## src/rtl/fetch_unit.sv

```systemverilog
// Instruction fetch: owns the PC, runs the memory request/ready handshake, feeds IF/ID.
// Latency: hand-off is combinational with mem_ready_i, or the first unstalled cycle in HOLD.
// Backpressure: stall_i parks a received word in a hold buffer; redirects drop in-flight responses.
module fetch_unit #(
    parameter logic [31:0] RESET_PC = 32'h0000_0000
) (
    input  logic        clock_i,
    input  logic        rst_i,
    input  logic        stall_i,
    input  logic        branch_i,
    input  logic [31:0] branch_target_i,
    input  logic        jump_i,
    input  logic [31:0] jump_target_i,
    output logic        mem_req_o,
    output logic [31:0] mem_addr_o,
    input  logic        mem_ready_i,
    input  logic [31:0] mem_data_i,
    output logic [31:0] pc_o,
    output logic [31:0] inst_o,
    output logic        enable_o,
    output logic        flush_o
);

    typedef enum logic [1:0] {
        FETCH   = 2'd0,
        HOLD    = 2'd1,
        DISCARD = 2'd2
    } state_t;

    state_t      state_q, state_n;
    logic [31:0] pc_q, pc_n;
    logic [31:0] req_addr_q, req_addr_n;
    logic [31:0] hold_buf_q, hold_buf_n;

    logic        redirect;
    logic [31:0] target_raw;
    logic [31:0] target;
    logic [31:0] pc_inc;
    logic        handoff;

    assign redirect   = jump_i | branch_i;
    assign target_raw = jump_i ? jump_target_i : branch_target_i;
    assign target     = {target_raw[31:2], 2'b00};
    assign pc_inc     = pc_q + 32'd4;

    always_ff @(posedge clock_i) begin
        if (rst_i) begin
            state_q    <= FETCH;
            pc_q       <= RESET_PC;
            req_addr_q <= RESET_PC;
            hold_buf_q <= 32'd0;
        end else begin
            state_q    <= state_n;
            pc_q       <= pc_n;
            req_addr_q <= req_addr_n;
            hold_buf_q <= hold_buf_n;
        end
    end

    always_comb begin
        state_n    = state_q;
        pc_n       = pc_q;
        req_addr_n = req_addr_q;
        hold_buf_n = hold_buf_q;
        handoff    = 1'b0;
        case (state_q)
            FETCH: begin
                if (redirect) begin
                    pc_n = target;
                    if (mem_ready_i) begin
                        req_addr_n = target;
                    end else begin
                        // Request to the old path is still in flight; wait it out.
                        state_n = DISCARD;
                    end
                end else if (mem_ready_i && !stall_i) begin
                    handoff    = 1'b1;
                    pc_n       = pc_inc;
                    req_addr_n = pc_inc;
                end else if (mem_ready_i) begin
                    hold_buf_n = mem_data_i;
                    state_n    = HOLD;
                end
            end
            HOLD: begin
                if (redirect) begin
                    pc_n       = target;
                    req_addr_n = target;
                    state_n    = FETCH;
                end else if (!stall_i) begin
                    handoff    = 1'b1;
                    pc_n       = pc_inc;
                    req_addr_n = pc_inc;
                    state_n    = FETCH;
                end
            end
            DISCARD: begin
                if (redirect) begin
                    pc_n = target;
                end
                if (mem_ready_i) begin
                    req_addr_n = redirect ? target : pc_q;
                    state_n    = FETCH;
                end
            end
            default: begin
                state_n = FETCH;
            end
        endcase
    end

    assign mem_req_o  = !rst_i && (state_q != HOLD);
    assign mem_addr_o = req_addr_q;
    assign pc_o       = pc_q;
    assign inst_o     = rst_i ? 32'd0 : ((state_q == HOLD) ? hold_buf_q : mem_data_i);
    assign enable_o   = handoff && !rst_i;
    assign flush_o    = redirect && !rst_i;

endmodule
```

## config.mk

```make
export PLATFORM = sky130hd
export DESIGN_NAME = fetch_unit
export DESIGN_NICKNAME = d
export VERILOG_FILES = /design/src/rtl/fetch_unit.sv
export SDC_FILE = /design/constraint.sdc
export NUM_CORES = 1
export LEC_CHECK = 0
export ABC_AREA = 1
export BUFFER_PORTS_ARGS = -buffer_cell sky130_fd_sc_hd__buf_4
export CORE_MARGIN = 3
export CORE_UTILIZATION = 54
export DETAILED_ROUTE_END_ITERATION = 10
export PLACE_DENSITY_LB_ADDON = 0.15
export SYNTH_ARGS = -nofsm -noshare
export SYNTH_HDL_FRONTEND = slang
export SYNTH_SLANG_ARGS = --single-unit
```

## constraint.sdc

```tcl
create_clock -name clock_i -period 5.61 [get_ports clock_i]
set_clock_uncertainty 0.2 [all_clocks]
set_input_delay 0.561 -clock clock_i [delete_from_list [all_inputs] [get_ports clock_i]]
set_output_delay 0.561 -clock clock_i [all_outputs]
set_load 0.005 [all_outputs]
```

==> results.toml, run 1 <==
[outcome]
outcome = "finished clean"

[synthesis]
synth_edf_count = 0
ys_types = 34
synth_fp_nets = 985
synth_warnings = 0
ys_ff_latch = 98
syn_inst = 879
syn_avg_cell_area_um2 = 6.28
synth-async-reset-ratio_pct = 0
synth-seq-area-share_pct = 35.5
ys.flop_type = "dfxtp_1"
netlist_area_mm2 = 0.00552

[global_route]
grt_use_total_pct = 29.0
grt_max_degree = 68
grt_util_met2_pct = 51.1
met1_usage_pct = 33.8
grt_overflow = 0
antenna_found_initial = 0
grt_util_met3_pct = 6.02
grt_pass1_wl_um = 26900
grt_pass1_vias = 5833
busiest_layer = "met2"

[cts]
htreeDepth = 3
clkTransAtPathRegs_ps = 90
clock_sinks = 98
clkLatencyLatePin_ps = 380
cts-root-buf = "clkbuf_8"
cts_setup_buffers = 0
cts_tree = "built"
cts_resized = 0
clock_path_buffers = 2
cts_made_buffers = 9
cts_hold_buf = 0

[finish]
fillers = 901
areaGrowthSynthToFinish_pct = 30.2
fin_area_mm2 = 0.00719
finish.utilization_pct = 72.9
nets = 1149
num_antenna_cells = 0
final_layout_size_suffix_gt1_share_pct = 21.9

[worst_hold_path]
worstHoldEndpoint = "mem_addr_o[25]"
min_from = "mem_addr_o[25]"
holdPathStages = 2
hp-class = "register to register"

[routing]
drt-initial-drc-count = 291
avgRoutedWirePerCell_um = 14.2
wl_um = 16700
viasPerCell = 5.29
drc_errors = 0
ant_nets = 0
vias = 6249
dr.pass1.iters = 5

[setup_path]
cp_cell_sequence = "inv_1, ha_2, nand3_1, nand2_1, nor2_4, inv_2, nor2_8, inv_4, nor2_8, inv_2, o21ai_1"
setup.worst_path.end_class = "register"
cpLargestDelayFamily = "simple AND/OR/NAND/NOR gates"
path_class = "register to register"
slowest_delay_ps = 540
crit_buf_inv = 4
r2r-end = "mem_addr_o[19]"
cp_max_fo = 67
arrival_ps = 3700
reg2reg_depth = 11
critPathLaunchType = "register"
r2r_setup_slack_ps = 2020
critPathRequiredTime_ps = 5720
reg2reg_from = "state_q[1]"
cp_slowest_cell = "nor2_4"

[die]
core_area_mm2 = 0.00986
start_util_pct = 56.0
pin_count = 201
die_w_um = 107
fp.dieH_um = 107
rows = 36
die_area_mm2 = 0.0115

[placed_design]
place_ws_ps = 1930
gp_congestion = 0.943
placed_area_mm2 = 0.00698
portBuffers = 196
dp.final_hpwl_um = 12300

[sta]
hold_viol_final = 0
finalWorstSetupSlack_ps = 2020
slew_viol_final = 0
max_freq_mhz = 278
finalSetupViolCount = 0
rsz0062_at_grt = "false"
worstMarginPinSlew_ps = 1010
period_share_pct = 64.0
min_period_ps = 3590
slew_headroom_pct = 32.4
hold_slack_ps = 258
setup_tns_ps = 0

[power_and_ir_drop]
leakagePower_nw = 3.31
peakVddDrop_mv = 0.179
power_density_mw_per_mm2 = 362

[run]
cap_violations = 0
==> synthesized netlist by cell type, drive strengths merged (5+ instances only) <==
library cell / instances / share of area [%]
nor3: 6 / 0.54
dfxtp: 98 / 36
buf: 14 / 1.5
o22a: 6 / 0.95
o22ai: 5 / 0.57
a21oi: 117 / 11
o21ai: 137 / 12
inv: 114 / 7.8
nand3: 41 / 3.7
clkbuf: 33 / 2.2
nand4: 6 / 0.68
nor2: 104 / 8.0
nand2: 176 / 12
==> layout make-up <==
cell class	instances	area (um^2)	share of cell area (%)
Multi-Input combinational cell	620	2920	40.7
Sequential cell	98	1960	27.3
Timing Repair Buffer	200	1500	20.9
Inverter	114	430	5.99
Tap cell	133	166	2.31
Clock buffer	12	155	2.16
Clock inverter	4	50.0	0.696
==> worst max-delay path by stage <==
| stage | cells past startpoint | from | to |
|---|---|---|---|
| CTS | 11 | state_q[1] | mem_addr_o[13] |
| floorplan | 6 | rst_i | inst_o[27] |
| finish | 11 | state_q[1] | mem_addr_o[19] |
| global route | 11 | state_q[1] | mem_addr_o[23] |
| detailed placement | 12 | jump_i | mem_addr_o[13] |
| global placement | 12 | jump_i | mem_addr_o[16] |
==> cell families after synthesis <==
family / after synthesis / synth area share (%)
AO/OA/AOI/OAI: 280 / 26.7
adder cells (fa/ha/maj): 4 / 0.907
buffers and inverters: 161 / 11.5
flip-flops: 98 / 35.5
AND/OR/NAND/NOR: 336 / 25.3
==> registers in the layout (all words and copies together), names as in the netlist <==
name        flops
hold_buf_q     32
mem_addr_o     32
pc_o           32
state_q         2
==> cell usage in the layout (no fill, tap or decap), types with 9 or more instances in the layout <==
master    netlist  routed
a21oi_1       117     117
buf_4           4     200
clkbuf_8        0      11
dfxtp_1        98      98
inv_1         108     107
nand2_1       176     176
nand3_1        41      41
nor2_1         99      99
o21ai_0       127     127
o21ai_1         9       9
==> worst register-to-register path: stages (launching register included) <==
cell	delay, ps
dfxtp_1	360
inv_1	70
ha_2	490
nand3_1	260
nand2_1	110
nor2_4	540
inv_2	450
nor2_8	460
inv_4	180
nor2_8	160
inv_2	110
o21ai_1	150
==> metal layers <==
layer  share of wire, %  up-vias
li1                   -     3201
met1                 40     2776
met2                 49      236
met3                8.1       36
met4                3.0        0
met5                  0        -
==> where the power goes <==
| part | internal, mW | switching, mW | total, mW |
|---|---|---|---|
| Combinational | 0.466 | 0.618 | 1.08 |
| Sequential | 0.870 | 0.168 | 1.04 |
| Clock | 0.230 | 0.253 | 0.483 |
| Total | 1.57 | 1.04 | 2.60 |
==> metrics by stage <==
step	std cells	power, mW
final	1181	2.60
after global routing	1181	2.77
after CTS	1181	2.61
after detailed placement	1165	2.13
after global placement	1165	2.10
after floorplan	879	1.62
No activity file was read; power rests on OpenSTA's default activity.
==> run 2: changes to the inputs <==
Settings changed: ABC_AREA 1 to 0, CORE_UTILIZATION 54 to 50.
Clock period 5.61 ns to 3.59 ns, I/O delays scaled along.
==> results.toml, run 2 <==
[outcome]
outcome = "finished clean"

[synthesis]
synth_top_area_share_pct = 36.9
ys_ff_latch = 98
synth_edf_count = 0
synthTopCellsByCount = "100 x nand2_1, 98 x dfxtp_1, 81 x nor2_1"
yosysMostFrequentCell = "nand2_1"
ys_types = 50
syn_avg_cell_area_um2 = 7.72
yosysTopAreaCell = "dfxtp_1"
synth_warnings = 0
synth-async-reset-ratio_pct = 0
netlist_area_mm2 = 0.00532
synth-seq-area-share_pct = 36.9
netlist_top_cells_area = "dfxtp_1 37%, mux2i_1 9.2%, nand2_1 7.1%"
ys.flop_type = "dfxtp_1"
synth_fp_nets = 795
syn_inst = 689

[cts]
cts_setup_buffers = 0
cts_hold_buf = 0
htreeDepth = 3
cts_resized = 0
clkLatencyLatePin_ps = 360
cts_made_buffers = 9
cts_tree = "built"
clkTransAtPathRegs_ps = 90
clock_path_buffers = 2
clock_sinks = 98
cts-root-buf = "clkbuf_8"

[routing]
drt-initial-drc-count = 340
wl_um = 16800
ant_nets = 0
avgRoutedWirePerCell_um = 16.9
drc_errors = 0
vias = 5768
viasPerCell = 5.81
dr.pass1.iters = 5

[setup_path]
reg2reg_from = "state_q[0]"
startpoint = "state_q[0]"
arrival_ps = 2860
cp_max_fo = 18
r2r_setup_slack_ps = 820
setup.worst_path.end_class = "register"
worstSetupEndpoint = "mem_addr_o[29]"
path_class = "register to register"
r2r-end = "mem_addr_o[29]"
critPathLaunchType = "register"
reg2reg_depth = 6
critPathRequiredTime_ps = 3680

[global_route]
grt_pass1_wl_um = 26000
grt_max_degree = 47
grt_use_total_pct = 27.3
antenna_found_initial = 0
grt_pass1_vias = 5233
grt_overflow = 0

[sta]
setup_tns_ps = 0
rsz0062_at_grt = "false"
max_freq_mhz = 361
slew_headroom_pct = 44.9
worstMarginPinSlew_ps = 825
hold_viol_final = 0
finalWorstSetupSlack_ps = 817
slew_viol_final = 0
period_share_pct = 77.3
min_period_ps = 2770
finalSetupViolCount = 0

[power_and_ir_drop]
peakVddDrop_mv = 0.237
leakagePower_nw = 2.88
p_total_mw = 3.07
power_density_mw_per_mm2 = 437

[finish]
final_common_cell = "buf_4"
final_cell_mix = "210 x buf_4, 100 x nand2_1, 98 x dfxtp_1, 81 x nor2_1, 49 x mux2i_1"
num_antenna_cells = 0
final_layout_size_suffix_gt1_share_pct = 27.2
nets = 958
fillers = 891
areaGrowthSynthToFinish_pct = 32.3

[die]
core_area_mm2 = 0.0103
pin_count = 201
die_w_um = 109
fp.dieH_um = 109
rows = 37
start_util_pct = 51.5
die_area_mm2 = 0.0119

[placed_design]
portBuffers = 196
dp.final_hpwl_um = 12000
place_ws_ps = 853
gp_congestion = 0.949

[worst_hold_path]
hp-class = "input port to register"

[run]
cap_violations = 0
run 2: cell count changes in the layout (fill, tap and decap cells not counted), moves of 16 or more:
cell	before	now
inv_1	107	15
o21ai_0	127	20
a21oi_1	117	47
nor2_1	99	81
a211oi_1	1	17
nand2_1	176	100
mux2i_1	0	49
run 2: worst max-delay path, cell delays in order (launching register included):
cell and delay [ps]:
dfxtp_1 390, inv_1 90, ha_1 230, or4_1 810
or4_1 600, a31o_1 240, o21ai_1 140
run 2: per-layer routing:
layer / global-route usage (%) / vias up / wire length [um]
li1: - / 2794 / -
met1: 34.7 / 2688 / 6670
met2: 44.6 / 248 / 8010
met3: 7.16 / 38 / 1600
met4: 9.92 / 0 / 478
met5: 0 / - / 0
run 2: report_power, final:
group          switching [mW]  internal [mW]
registers               0.159           1.23
clock network           0.386          0.307
logic                   0.506          0.489
run 2: layout make-up:
type                       instances  area, um^2  share of cell area (%)
timing repair buffer             210        1580                    22.4
inverter                          15        56.3                   0.801
multi-input combinational        518        3080                    43.8
clock inverter                     4        25.0                   0.356
tap                              136         170                    2.42
sequential                        98        1960                    27.9
clock buffer                      12         165                    2.35
run 2: logic make-up after synthesis:
family | Yosys count | synth area share (%)
buffers and inverters | 73 | 5.25
multiplexers | 49 | 9.23
AO/OA/AOI/OAI | 172 | 21.3
flip-flops | 98 | 36.9
AND/OR/NAND/NOR | 283 | 24.8
XOR/XNOR | 10 | 1.65
adder cells (fa/ha/maj) | 4 | 0.941
run 2: through the flow:
stage / instance area, um^2 / hold slack, ps / instances / util (%)
after detailed placement: 6840 / 249 / 977 / 66.3
after floorplan: 5320 / 236 / 689 / -
after global routing: 7030 / 36.2 / 993 / 68.1
final: 7030 / 44.7 / 993 / 68.1
after CTS: 7030 / 31.3 / 993 / 68.1
after global placement: 6840 / 241 / 977 / 66.3
run 2: worst min path at each step:
stage,from,endpoint,slack [ps],cells after the start
2_1_floorplan,hold_buf_q[0],hold_buf_q[0],240,2
3_3_place_gp,hold_buf_q[23],hold_buf_q[23],240,2
3_5_place_dp,hold_buf_q[4],hold_buf_q[4],250,2
4_1_cts,mem_data_i[9],hold_buf_q[9],30,3
5_1_grt,mem_data_i[14],hold_buf_q[14],40,3
6_report,mem_data_i[9],hold_buf_q[9],40,3
